## src/rtl/start_token_srl_fifo_ctrl_pkg.sv

```systemverilog
// Shared types and constants for the start-token SRL FIFO controller.
// Latency: n/a (package only).
// Backpressure: n/a (package only).
//
// The pointer is one bit wider than the read address so that it can
// represent -1 (empty) through DEPTH-1 (full) in a signed sense.
package start_token_srl_fifo_ctrl_pkg;

    // Widest pointer any instance is expected to need.
    localparam int MAX_PTR_W = 32;

    // Pointer value that means "no entries". It is truncated to the
    // instance pointer width, where it is still all-ones (-1).
    localparam logic [MAX_PTR_W-1:0] PTR_EMPTY = '1;

    // Occupancy / pointer-sized scratch type used for parameter math.
    typedef logic [MAX_PTR_W-1:0] occ_t;

    // Per-cycle operation selected by the gated push/pop pair.
    // Encoding is {push, pop} so the controller can cast directly.
    typedef enum logic [1:0] {
        OP_HOLD = 2'b00,
        OP_POP  = 2'b01,
        OP_PUSH = 2'b10,
        OP_BOTH = 2'b11
    } op_e;

    // Pointer width for a given read-address width: one extra sign bit.
    function automatic int ptr_width(input int addr_width);
        return addr_width + 1;
    endfunction

endpackage

```

## src/rtl/start_token_srl_fifo_ctrl_srl_token_store.sv

```systemverilog
// Shift-register token store: write shifts everything up one slot and loads slot 0.
// Latency: write visible on dout the cycle after the edge; read path is combinational.
// Backpressure: none here; the controller gates we so the array never over-runs.
//
// Ports:
//   clk   clock
//   we    shift enable (one token loaded into slot 0 per enabled edge)
//   addr  read address, slot 0 holds the newest token
//   din   token to load
//   dout  token at slot addr
//
// No reset on the array on purpose: a reset-free shift chain with a
// single enable maps onto shift-register LUT primitives.
module srl_token_store #(
    parameter int DATA_WIDTH = 1,
    parameter int ADDR_WIDTH = 1,
    parameter int DEPTH      = 2
) (
    input  logic                  clk,
    input  logic                  we,
    input  logic [ADDR_WIDTH-1:0] addr,
    input  logic [DATA_WIDTH-1:0] din,
    output logic [DATA_WIDTH-1:0] dout
);

    logic [DATA_WIDTH-1:0] mem [DEPTH];

    always_ff @(posedge clk) begin
        if (we) begin
            mem[0] <= din;
            for (int i = 1; i < DEPTH; i++) begin
                mem[i] <= mem[i-1];
            end
        end
    end

    // Explicit decode rather than mem[addr] so that address codes beyond
    // DEPTH-1 (including the empty pointer's low bits when DEPTH is not a
    // power of two) fall back to a defined slot instead of an out-of-range
    // array access. Data is a don't-care whenever that happens.
    always_comb begin
        dout = mem[0];
        for (int i = 0; i < DEPTH; i++) begin
            if (addr == ADDR_WIDTH'(i)) begin
                dout = mem[i];
            end
        end
    end

endmodule

```

## src/rtl/start_token_srl_fifo_ctrl.sv

```systemverilog
// First-word-fall-through FIFO controller for start tokens over an SRL store.
// Latency: one cycle write-to-read; head data is combinational from the store.
// Backpressure: if_full_n low refuses writes, if_empty_n low refuses reads; refused requests have no effect.
//
// Ports:
//   clk, reset_n              clock, asynchronous active-low reset
//   if_write_ce, if_write     producer write enable / request
//   if_din                    producer token
//   if_full_n                 1 = space available
//   if_read_ce, if_read       consumer read enable / request
//   if_dout                   head-of-queue token (valid while if_empty_n)
//   if_empty_n                1 = head token valid
//   if_count                  occupancy 0..DEPTH
module start_token_srl_fifo_ctrl
    import start_token_srl_fifo_ctrl_pkg::*;
#(
    parameter int DATA_WIDTH = 1,
    parameter int ADDR_WIDTH = 1,
    parameter int DEPTH      = 2
) (
    input  logic                  clk,
    input  logic                  reset_n,
    input  logic                  if_write_ce,
    input  logic                  if_write,
    input  logic [DATA_WIDTH-1:0] if_din,
    output logic                  if_full_n,
    input  logic                  if_read_ce,
    input  logic                  if_read,
    output logic [DATA_WIDTH-1:0] if_dout,
    output logic                  if_empty_n,
    output logic [ADDR_WIDTH:0]   if_count
);

    localparam int PTR_W = ptr_width(ADDR_WIDTH);

    localparam logic [PTR_W-1:0] PTR_RESET = PTR_W'(PTR_EMPTY);
    // A push from this pointer value fills the last slot.
    localparam occ_t             FULL_TRIG = occ_t'(DEPTH - 2);
    localparam logic [PTR_W-1:0] PTR_FULL_TRIG = PTR_W'(FULL_TRIG);

    // ptr holds (occupancy - 1): -1 when empty, DEPTH-1 when full.
    // Because slot 0 is always the newest token, ptr is also the
    // address of the oldest one.
    logic [PTR_W-1:0] ptr;
    logic             full_n_q;
    logic             empty_n_q;

    logic push;
    logic pop;
    op_e  op;

    // Requests against a full or empty queue are dropped here, so the
    // store and pointer never see them.
    assign push = if_write & if_write_ce & full_n_q;
    assign pop  = if_read  & if_read_ce  & empty_n_q;
    assign op   = op_e'({push, pop});

    always_ff @(posedge clk or negedge reset_n) begin
        if (!reset_n) begin
            ptr       <= PTR_RESET;
            empty_n_q <= 1'b0;
            full_n_q  <= 1'b1;
        end else begin
            case (op)
                OP_PUSH: begin
                    ptr       <= ptr + PTR_W'(1);
                    empty_n_q <= 1'b1;
                    if (ptr == PTR_FULL_TRIG) begin
                        full_n_q <= 1'b0;
                    end
                end
                OP_POP: begin
                    ptr      <= ptr - PTR_W'(1);
                    full_n_q <= 1'b1;
                    if (ptr == '0) begin
                        empty_n_q <= 1'b0;
                    end
                end
                // OP_BOTH: the shift slides the next-oldest token into
                // slot ptr, which is exactly the new head, so nothing
                // in the controller has to move.
                default: begin
                end
            endcase
        end
    end

    srl_token_store #(
        .DATA_WIDTH (DATA_WIDTH),
        .ADDR_WIDTH (ADDR_WIDTH),
        .DEPTH      (DEPTH)
    ) u_store (
        .clk  (clk),
        .we   (push),
        .addr (ptr[ADDR_WIDTH-1:0]),
        .din  (if_din),
        .dout (if_dout)
    );

    assign if_full_n  = full_n_q;
    assign if_empty_n = empty_n_q;
    assign if_count   = ptr + PTR_W'(1);

endmodule

```

## config.mk

```make
export PLATFORM = sky130hd
export DESIGN_NAME = start_token_srl_fifo_ctrl
export DESIGN_NICKNAME = d
export VERILOG_FILES = /design/src/rtl/start_token_srl_fifo_ctrl_pkg.sv /design/src/rtl/start_token_srl_fifo_ctrl_srl_token_store.sv /design/src/rtl/start_token_srl_fifo_ctrl.sv
export SDC_FILE = /design/constraint.sdc
export NUM_CORES = 1
export LEC_CHECK = 0
export CELL_PAD_IN_SITES_DETAIL_PLACEMENT = 0
export CELL_PAD_IN_SITES_GLOBAL_PLACEMENT = 2
export CORE_MARGIN = 1
export CORE_UTILIZATION = 23
export DETAILED_ROUTE_END_ITERATION = 7
export GPL_TIMING_DRIVEN = 1
export PLACE_DENSITY_LB_ADDON = 0.1
export SLEW_MARGIN = 20
export SYNTH_ARGS = -nofsm -noshare
export SYNTH_HDL_FRONTEND = slang
export SYNTH_SLANG_ARGS = --single-unit
```

## constraint.sdc

```tcl
create_clock -name clk -period 1.85 [get_ports clk]
set_clock_uncertainty 0.15 [all_clocks]
set_input_delay 0.555 -clock clk [delete_from_list [all_inputs] [get_ports clk]]
set_output_delay 0.555 -clock clk [all_outputs]
set_load 0.02 [all_outputs]
```

Word level (Yosys, flattened, before mapping)
Memories as Yosys holds them, arrays and structs flattened.
Index checks and enable logic that the tools add are counted.

word-level totals
  flip-flop bits (word level) = 4
  output and inout bits = 5
  RAM bits = 2
  latch bits = 0
  memories kept = 1
  bits in read-only memories = 0
  input bits = 7
  logic and storage cells = 25

operators by class
  shifts and indexed selects = 0
  $add $sub $neg = 2
  divide/modulo/power cells = 0
  bitwise gates (word level) = 4
  muxes and demuxes = 7
  $lt $le $gt $ge = 0
  reductions and logical operators = 4
  equality and inequality tests = 4
  multiply operators = 0

memories
  memory       words  bits a word  rd ports  clocked after memory_dff  wr ports  line                                             text
  u_store.mem  2      1            2         0                         2         start_token_srl_fifo_ctrl_srl_token_store.sv:26  logic [DATA_WIDTH-1:0] mem [DEPTH];

operators with widths
  cell                                              count
  bitwise AND 1 bit                                 4
  two-way mux 1 bit                                 4
  != test 2 bit, second input constant              2
  case mux 1 bit (2 select lines)                   2
  case mux 2 bit (2 select lines)                   1
  AND reduction 2 bit                               2
  adder 2 x 1 -> 2 bit, second input constant       1
  == test 2 x 1 -> 1 bit, second input constant     1
  == test 2 bit, second input constant              1
  logical NOT 2 bit                                 1
  nonzero test 2 bit                                1
  subtractor 2 x 1 -> 2 bit, second input constant  1

Longest topological paths before layout
Gate-level depths: netlist (run 1).

  depth in word-level cells = 5
  mapped depth = 6
  mapped depth without buffers = 6

By module
A second synthesis (run 1) with hierarchy kept.

unflattened totals
  cell total of the unflattened synthesis = 28
  area, all modules = 315.3 um2

modules (own cells, without submodules)
  module                     instances  sequential area each (um2)  area each (um2)  cells each
  start_token_srl_fifo_ctrl  1          103.8                       240.2            25
  srl_token_store            1          60.1                        75.1             3

Least setup slack after synthesis (run 1)
Ideal clock, no wire load.

  path kind = reg-to-output
  from = register ptr[0]
  to = output if_count[1]
  stages on the path, launching flop included = 3
  data arrival time = 1.061 ns
  setup slack = 0.084 ns
  required time = 1.145 ns
  buffers on the path = 0
  path through = dfstp_2 -> inv_1 -> ha_1

on the way
  cells in the longest elaborated chain, start to end = 1

RTL lines
  item                    line                              text
  start, declared         start_token_srl_fifo_ctrl.sv:44   logic [PTR_W-1:0] ptr;
  start signal, assigned  start_token_srl_fifo_ctrl.sv:66   ptr <= ptr + PTR_W'(1);
  start signal, assigned  start_token_srl_fifo_ctrl.sv:73   ptr <= ptr - PTR_W'(1);
  adder 2 x 1 -> 2 bit    start_token_srl_fifo_ctrl.sv:102  assign if_count = ptr + PTR_W'(1);
  end, declared           start_token_srl_fifo_ctrl.sv:31   output logic [ADDR_WIDTH:0] if_count

Every way passes these cells.

Worst setup path in the final report (run 1)
  from = register ptr[0]
  to = output if_dout

on the way
  cells in the longest elaborated chain, start to end = 1

RTL lines
  item               line                                             text
  two-way mux 1 bit  start_token_srl_fifo_ctrl_srl_token_store.sv:44  if (addr == ADDR_WIDTH'(i)) begin
  end, declared      start_token_srl_fifo_ctrl.sv:29                  output logic [DATA_WIDTH-1:0] if_dout,

Every way passes these cells.

==> results.md, run 1 <==
* Gp weighted congestion at ~0.75
* Synthesized area per cell at 11.1 sq um
* Setup CP Type: flop to primary output
* Nets@finish at 60
* First-pass GRT wire length at between 900 and 1000 um
* Reg2reg setup slack at approximately 400 ps
* Ys Warns at 0
* Reg2reg start: if_full_n
* Filler cell count in the final layout at 116
* IO Count at 12
* Cell variety after synth at 13
* DRC viols at 0
* Grt ovf at 0
* Hold Crit Endpoint: ptr[1]
* Tightest Pin Transition at 211 ps
* CTS tree: yes
* Post-route setup slack at -100 ps
* Vias in the first global route at roughly 240
* Largest net degree at the start of global routing at 5
* Cell taking the most area after synthesis: dfstp_2
* Max cap viols at 0
* Post-layout instance area at 522 sq um
* Synthesis-to-layout area growth at 67.5%
* HP Class: flop to flop
* Initial DRC Count at 3
* Height of the die at ~39 um
* Placed Area at between 400 and 500 sq um
* Synth top area cells: dfstp_2 25%, edfxtp_1 19%, ha_1 16%
* Final period util at 1.05
* Worst endpoint required time at around 1100 ps
* Drt wl/cell at roughly 10 um
* Worst VDD drop at 0.333 mV
* Insertion delay to the later sink of the worst-skew pair at 250 ps
* Hold_sp: ptr[1]
* Placement Setup Slack at -336 ps
* Clock Root Buffer: clkbuf_4
* Port Buffers at 11
* Non-Filler Instances at slightly above 60
* Crit start category: flop
* CTS Buf Count at 3
* Total GRT Usage at 0.101
* Reg area at ~160 sq um
* Sum Neg Setup Slack at -185 ps
* Minimum clock period at approximately 1900 ps
* Fin. Hold Viols at 0
* Initial antenna violation count at 0
* CP arrival at roughly 1200 ps
* PD cells at 551 nW/um^2
* Die Wd at between 30 and 40 um
* Clock-pin slew on the worst setup and hold paths at 50 ps
* Status: finished with violations
* Slew Viols, Final at 0
* Ratio of cells with drive above 1 in the final layout at 0.354
* Initial core utilization at 0.263
* Setup crit end kind: primary output
* Clock buffer depth at 2
* H-tree levels at 1
* Crit Path Max Fanout at 3
* Detailed Place HPWL at around 480 um
* Syn nets at 39
* Via/cell ratio at around 4.2
* LEAKAGE at approximately 0.23 nW
* Worst slew margin at 0.859
* Unrepaired setup endpoints after global routing: true
* Worst reg2reg endpoint: if_full_n
* Final-report setup violation count at 2
* Antenna cells at 0
* Post-synthesis sequential area ratio at 0.526
* Vias at ~260
* Post-synthesis register bit count at 6
* Fmax at 513 MHz
* Area of the multi-input gates at ~140 sq um
* Die area at 1510 sq um
* Worst Hold Depth at 2
* Cts hold-fix bufs at 0
* Core box area at 1190 sq um
* Clock sinks at 6
* Reg2reg path depth at 6
* Share of the synthesized area in the top cell type at 0.253
* Final wirelength at 633 um
* Antenna viol nets, final at 0
* Failing checks: negative setup slack
* Drt pass-1 iters at 2
* Number of core rows at 12
* Inst Count DP at 57
* Cells after Synth at 28
* Synth Cell Area at 312 sq um
## metal layers
layer  wire (um)  up-vias  track usage
met4           0        0        0.103
met5           0        -            0
met3          46        0       0.0347
met2         300       10        0.146
met1         287      119        0.110
li1            -      134            -
## area by class of cell
class                      instances  share of cell area
clock buffer                       4              0.0504
tap                               14              0.0336
multi-input combinational         16               0.271
timing repair buffer              16               0.288
inverter                           6              0.0432
sequential                         6               0.314
## worst max-delay path by stage
stage	to	cells past startpoint	slack, ps	from
floorplan	if_count[1]	2	80	ptr[0]
global route	if_dout	2	-130	ptr[0]
finish	if_dout	2	-100	ptr[0]
global placement	if_count[1]	3	-320	ptr[0]
CTS	if_count[1]	3	-160	ptr[0]
detailed placement	if_count[1]	3	-340	ptr[0]
## layout by cell type, fill, tap and decap left out, drive strengths merged
cell type / instances
a21oi: 3
a31oi: 1
buf: 8
clkbuf: 4
clkdlybuf4s15: 1
clkdlybuf4s50: 6
dfrtp: 1
dfstp: 3
dlygate4sd2: 1
edfxtp: 2
ha: 4
inv: 6
mux2: 1
nand2: 1
nand2b: 1
nand3: 2
o21ai: 1
xnor2: 2
## worst max-delay path, cell delays in order (launching register included)
cell and delay, ps:
dfstp_2 560, mux2_4 310, buf_6 130
## cells in the mapped netlist
cell type / n
a21oi_1: 3
a31oi_1: 1
dfrtp_1: 1
dfstp_2: 3
edfxtp_1: 2
ha_1: 4
inv_1: 6
mux2_2: 1
nand2_1: 1
nand2b_1: 1
nand3_1: 2
o21ai_1: 1
xnor2_1: 2
## logic make-up after synthesis
logic type | count (synthesis) | share of synthesized area
AO/OA/AOI/OAI | 5 | 0.0843
XOR/XNOR | 2 | 0.0562
adder cells (fa/ha/maj) | 4 | 0.161
buffers and inverters | 6 | 0.0723
flip-flops | 6 | 0.526
multiplexers | 1 | 0.0361
AND/OR/NAND/NOR | 4 | 0.0643
## state kept, by name, summed over array words and instances (netlist names)
name         count
ptr              2
if_full_n        1
if_empty_n       1
u_store.mem      2
## power by group
| group | total, mW | switching [mW] | internal (mW) |
|---|---|---|---|
| sequential | 0.137 | 0 | 0.137 |
| clock | 0.136 | 0.0537 | 0.0821 |
| combinational | 0.0140 | 0.00303 | 0.0110 |
| total | 0.287 | 0.0567 | 0.231 |
## through the flow
step	hold slack, ps	utilization	total power, mW
after detailed placement	299	0.396	0.154
after CTS	310	0.415	0.294
final	307	0.440	0.287
after global placement	289	0.396	0.154
after floorplan	109	-	0.140
after global routing	325	0.440	0.301
## repair_timing
action	CTS	global route
buffers inserted	1	0
gates resized for setup	16	8
pin swaps	0	1
setup endpoints to repair	5	4
No activity file was read; power rests on OpenSTA's default activity.
==> inputs of run 2 (changes only) <==
Settings changed: PLACE_DENSITY set to 0.8, PLACE_DENSITY_LB_ADDON 0.1 to not set, SYNTH_HIERARCHICAL set to 1.
==> run 2 against run 1 <==
Effect of this change:
- the run still ends with negative setup slack left
- sequential power barely moved
- synthesized cell count stayed put
- critical path depth is 1 higher
- largest power group is now the clock network
- sequential share of layout area is 0.075 points lower
- critical endpoint unchanged
==> results.md, run 2 <==
* Status: finished with violations (unchanged)
* Failing checks: negative setup slack (unchanged)
* Crit Path Max Fanout at 3 (unchanged)
* Cell taking the most area after synthesis: dfstp_2 (unchanged)
* Detailed Place HPWL at 570 um (was 480 um)
* Share of power burned in registers at 0.472 (was 0.479)
* H-tree levels at 1 (unchanged)
* Most frequent cells in the layout: 6 x inv_1, 6 x clkdlybuf4s50_1, 6 x buf_4 (was 6 x clkdlybuf4s50_1, 5 x inv_1, 5 x buf_4)
* Sum Neg Setup Slack at -321 ps (was -185 ps)
* Biggest regs: ptr: 2 flops, u_store/mem: 2 flops (was ptr: 2 flops, u_store.mem: 2 flops)
* Crit path capture: if_dout (unchanged)
* Max cap viols at 0 (unchanged)
* Cells after Synth at 28 (unchanged)
* Vias in the first global route at 283 (was 241)
* Synthesis-to-layout area growth at 65.9% (was 67.5%)
* Antenna cells at 0 (unchanged)
* Nets@finish at 61 (was 60)
* CTS Buf Count at 3 (unchanged)
* Final wirelength at 706 um (was 633 um)
* Antenna viol nets, final at 0 (unchanged)
* Post-synth ARST share at 0.667 (unchanged)
* Drt wl/cell at 11.2 um (was 10.2 um)
* Worst path slowest cell: dfstp_2 (unchanged)
* LEAKAGE at 0.228 nW (was 0.227 nW)
* Worst endpoint required time at 1140 ps (about the same)
* Crit start category: flop (unchanged)
* Critical path's largest stage delay at 550 ps (was 560 ps)
* Tightest Pin Transition at 212 ps (was 211 ps)
* Sum of buffers and inverters on the critical path at 2 (was 1)
* Cell mode on critical path: buf_6
* Minimum clock period at 2020 ps (was 1950 ps)
* Ratio of cells with drive above 1 in the final layout at 0.347 (was 0.354)
* Gp weighted congestion at 0.727 (was 0.749)
* Unrepaired setup endpoints after global routing: true (unchanged)
* Height of the die at 39.0 um (was 38.8 um)
* Post-synth top cells: 6 x inv_1, 4 x ha_1, 3 x a21oi_1, 3 x dfstp_2 (unchanged)
* Drt pass-1 iters at 2 (unchanged)
* Vias at 274 (was 263)
* Die Wd at 39.0 um (was 38.8 um)
* Number of synthesized flops with an enable pin at 2 (unchanged)
* PD cells at 558 nW/um^2 (was 551 nW/um^2)
* Worst path depth at 3 (was 2)
* Share of the synthesized area in the top cell type at 0.250 (was 0.253)
* Fmax at 496 MHz (was 513 MHz)
* IO Count at 12 (unchanged)
* Setup CP Type: flop to primary output (unchanged)
* Setup crit end kind: primary output (unchanged)
* P_int at 0.231 mW (about the same)
* Post-synthesis sequential area ratio at 0.520 (was 0.526)
* Clock sinks at 6 (unchanged)
* Post-route setup slack at -167 ps (was -100 ps)
* Via/cell ratio at 4.35 (was 4.24)
* Reg2reg path depth at 6 (unchanged)
* Psw at 0.0607 mW (was 0.0567 mW)
* Synthesized area per cell at 11.3 sq um (was 11.1 sq um)
* Post-synthesis register bit count at 6 (unchanged)
* Clk pwr share at 0.480 (was 0.473)
* DRC viols at 0 (unchanged)
* Insertion delay to the later sink of the worst-skew pair at 260 ps (was 250 ps)
* Switching portion of total power at 0.208 (was 0.197)
* Slew Viols, Final at 0 (unchanged)
* Port Buffers at 11 (unchanged)
* Fin Hold WS at 304 ps (was 307 ps)
* Post-layout instance area at 523 sq um (was 522 sq um)
* CP delay by family, top: flip-flops (unchanged)
* Largest net degree at the start of global routing at 5 (unchanged)
* Reg2reg setup slack at 390 ps (was 400 ps)
* Initial DRC Count at 1 (was 3)
* Top_reg_cell synth: dfstp_2 (unchanged)
* Worst slew margin at 0.859 (about the same)
* Core box area at 1190 sq um (unchanged)
* Synth Cell Area at 315 sq um (was 312 sq um)
* Cell Chain, Critical Path: buf_6, mux2_4, buf_6 (was mux2_4, buf_6)
* Fin. Hold Viols at 0 (unchanged)
* Grt ovf at 0 (unchanged)
* Worst reg2reg endpoint: if_full_n (unchanged)
* First-pass GRT wire length at 1140 um (was 972 um)
* Initial antenna violation count at 0 (unchanged)
* Synth top area cells: dfstp_2 25%, edfxtp_1 19%, ha_1 16% (unchanged)
* Final period util at 1.09 (was 1.05)
* Combinational group share of total power at 0.048 (was 0.049)
* Reg2reg start: if_full_n (unchanged)
* Clock-pin slew on the worst setup and hold paths at 60 ps (was 50 ps)
* Top-count cell post-synth: inv_1 (unchanged)
* CP arrival at 1310 ps (was 1240 ps)
* Clock Root Buffer: clkbuf_4 (unchanged)
* Worst VDD drop at 0.291 mV (was 0.333 mV)
* Number of core rows at 12 (unchanged)
* Cts hold-fix bufs at 0 (unchanged)
* Syn nets at 39 (unchanged)
* Crit. Startpoint: ptr[0] (unchanged)
* Total power at 0.292 mW (was 0.287 mW)
* Total GRT Usage at 0.126 (was 0.101)
* Cell variety after synth at 13 (unchanged)
* Initial core utilization at 0.266 (was 0.263)
* Ys Warns at 6 (was 0)
* HP Class: flop to flop (unchanged)
* CTS tree: yes (unchanged)
* Placed Area at 488 sq um (was 469 sq um)
* Final-report setup violation count at 3 (was 2)
* Clock buffer depth at 2 (unchanged)
* Die area at 1520 sq um (was 1510 sq um)
-- run 2: kinds of logic (layout without fill, tap and decap cells) --
logic type,after synthesis,count (layout),share of synthesized area
muxes,1,1,0.0476
DFF,6,6,0.520
and+or+nand+nor,4,4,0.0635
buffers and inverters,6,27,0.0714
adders and majority gates,4,4,0.159
AOI/OAI and AO/OA,5,5,0.0833
xor gates and xnor gates,2,2,0.0556
-- run 2: timing repair --
action                                  in CTS  in global routing
pin swaps                                    0                  1
resized for setup                           16                  4
endpoints found under the setup margin       5                  4
buffers inserted                             0                  0
-- run 2: worst min path at each step --
stage                      startpoint                end  slack (ps)  cells past startpoint
floorplan                     reset_n         if_empty_n         110                      0
global route        u_store/mem[0][0]  u_store/mem[0][1]         330                      0
finish              u_store/mem[0][0]  u_store/mem[0][1]         300                      0
global placement    u_store/mem[0][0]  u_store/mem[0][1]         290                      0
CTS                 u_store/mem[0][0]  u_store/mem[0][1]         310                      0
detailed placement             ptr[1]             ptr[1]         310                      2
-- run 2: layout make-up --
class | instances | area (sq um)
Multi-Input combinational cell | 16 | 141
Tap cell | 14 | 17.5
Inverter | 6 | 22.5
Sequential cell | 6 | 164
Timing Repair Buffer | 17 | 151
Fill cell | 112 | 663
Clock buffer | 4 | 26.3
-- run 2: layer usage --
metal / GRT usage / vias to the layer above / share of wire
li1: - / 134 / -
met1: 0.116 / 128 / 0.40
met2: 0.196 / 8 / 0.52
met3: 0.0578 / 4 / 0.055
met4: 0.129 / 0 / 0.028
met5: 0 / - / 0
-- run 2: through the flow --
| step | util | std cells | setup slack, ps |
|---|---|---|---|
| CTS | 0.424 | 63 | -190 |
| floorplan | - | 28 | 69.1 |
| global route | 0.441 | 63 | -206 |
| finish | 0.441 | 63 | -167 |
| detailed placement | 0.411 | 59 | -332 |
| global placement | 0.411 | 59 | -303 |
-- run 2: power by group through the flow --
stage	Combinational, mW	Clock, mW	Sequential [mW]
floorplan	0.0000496	0	0.140
global placement	0.0139	0	0.140
detailed placement	0.0145	0	0.140
CTS	0.0145	0.148	0.137
global route	0.0151	0.150	0.137
finish	0.0141	0.140	0.137
==> inputs of run 3 (changes only) <==
Settings changed: HOLD_SLACK_MARGIN set to 0.15.
==> results of run 3 <==
Final layout, timing and power as in run 2 (identical DEF).
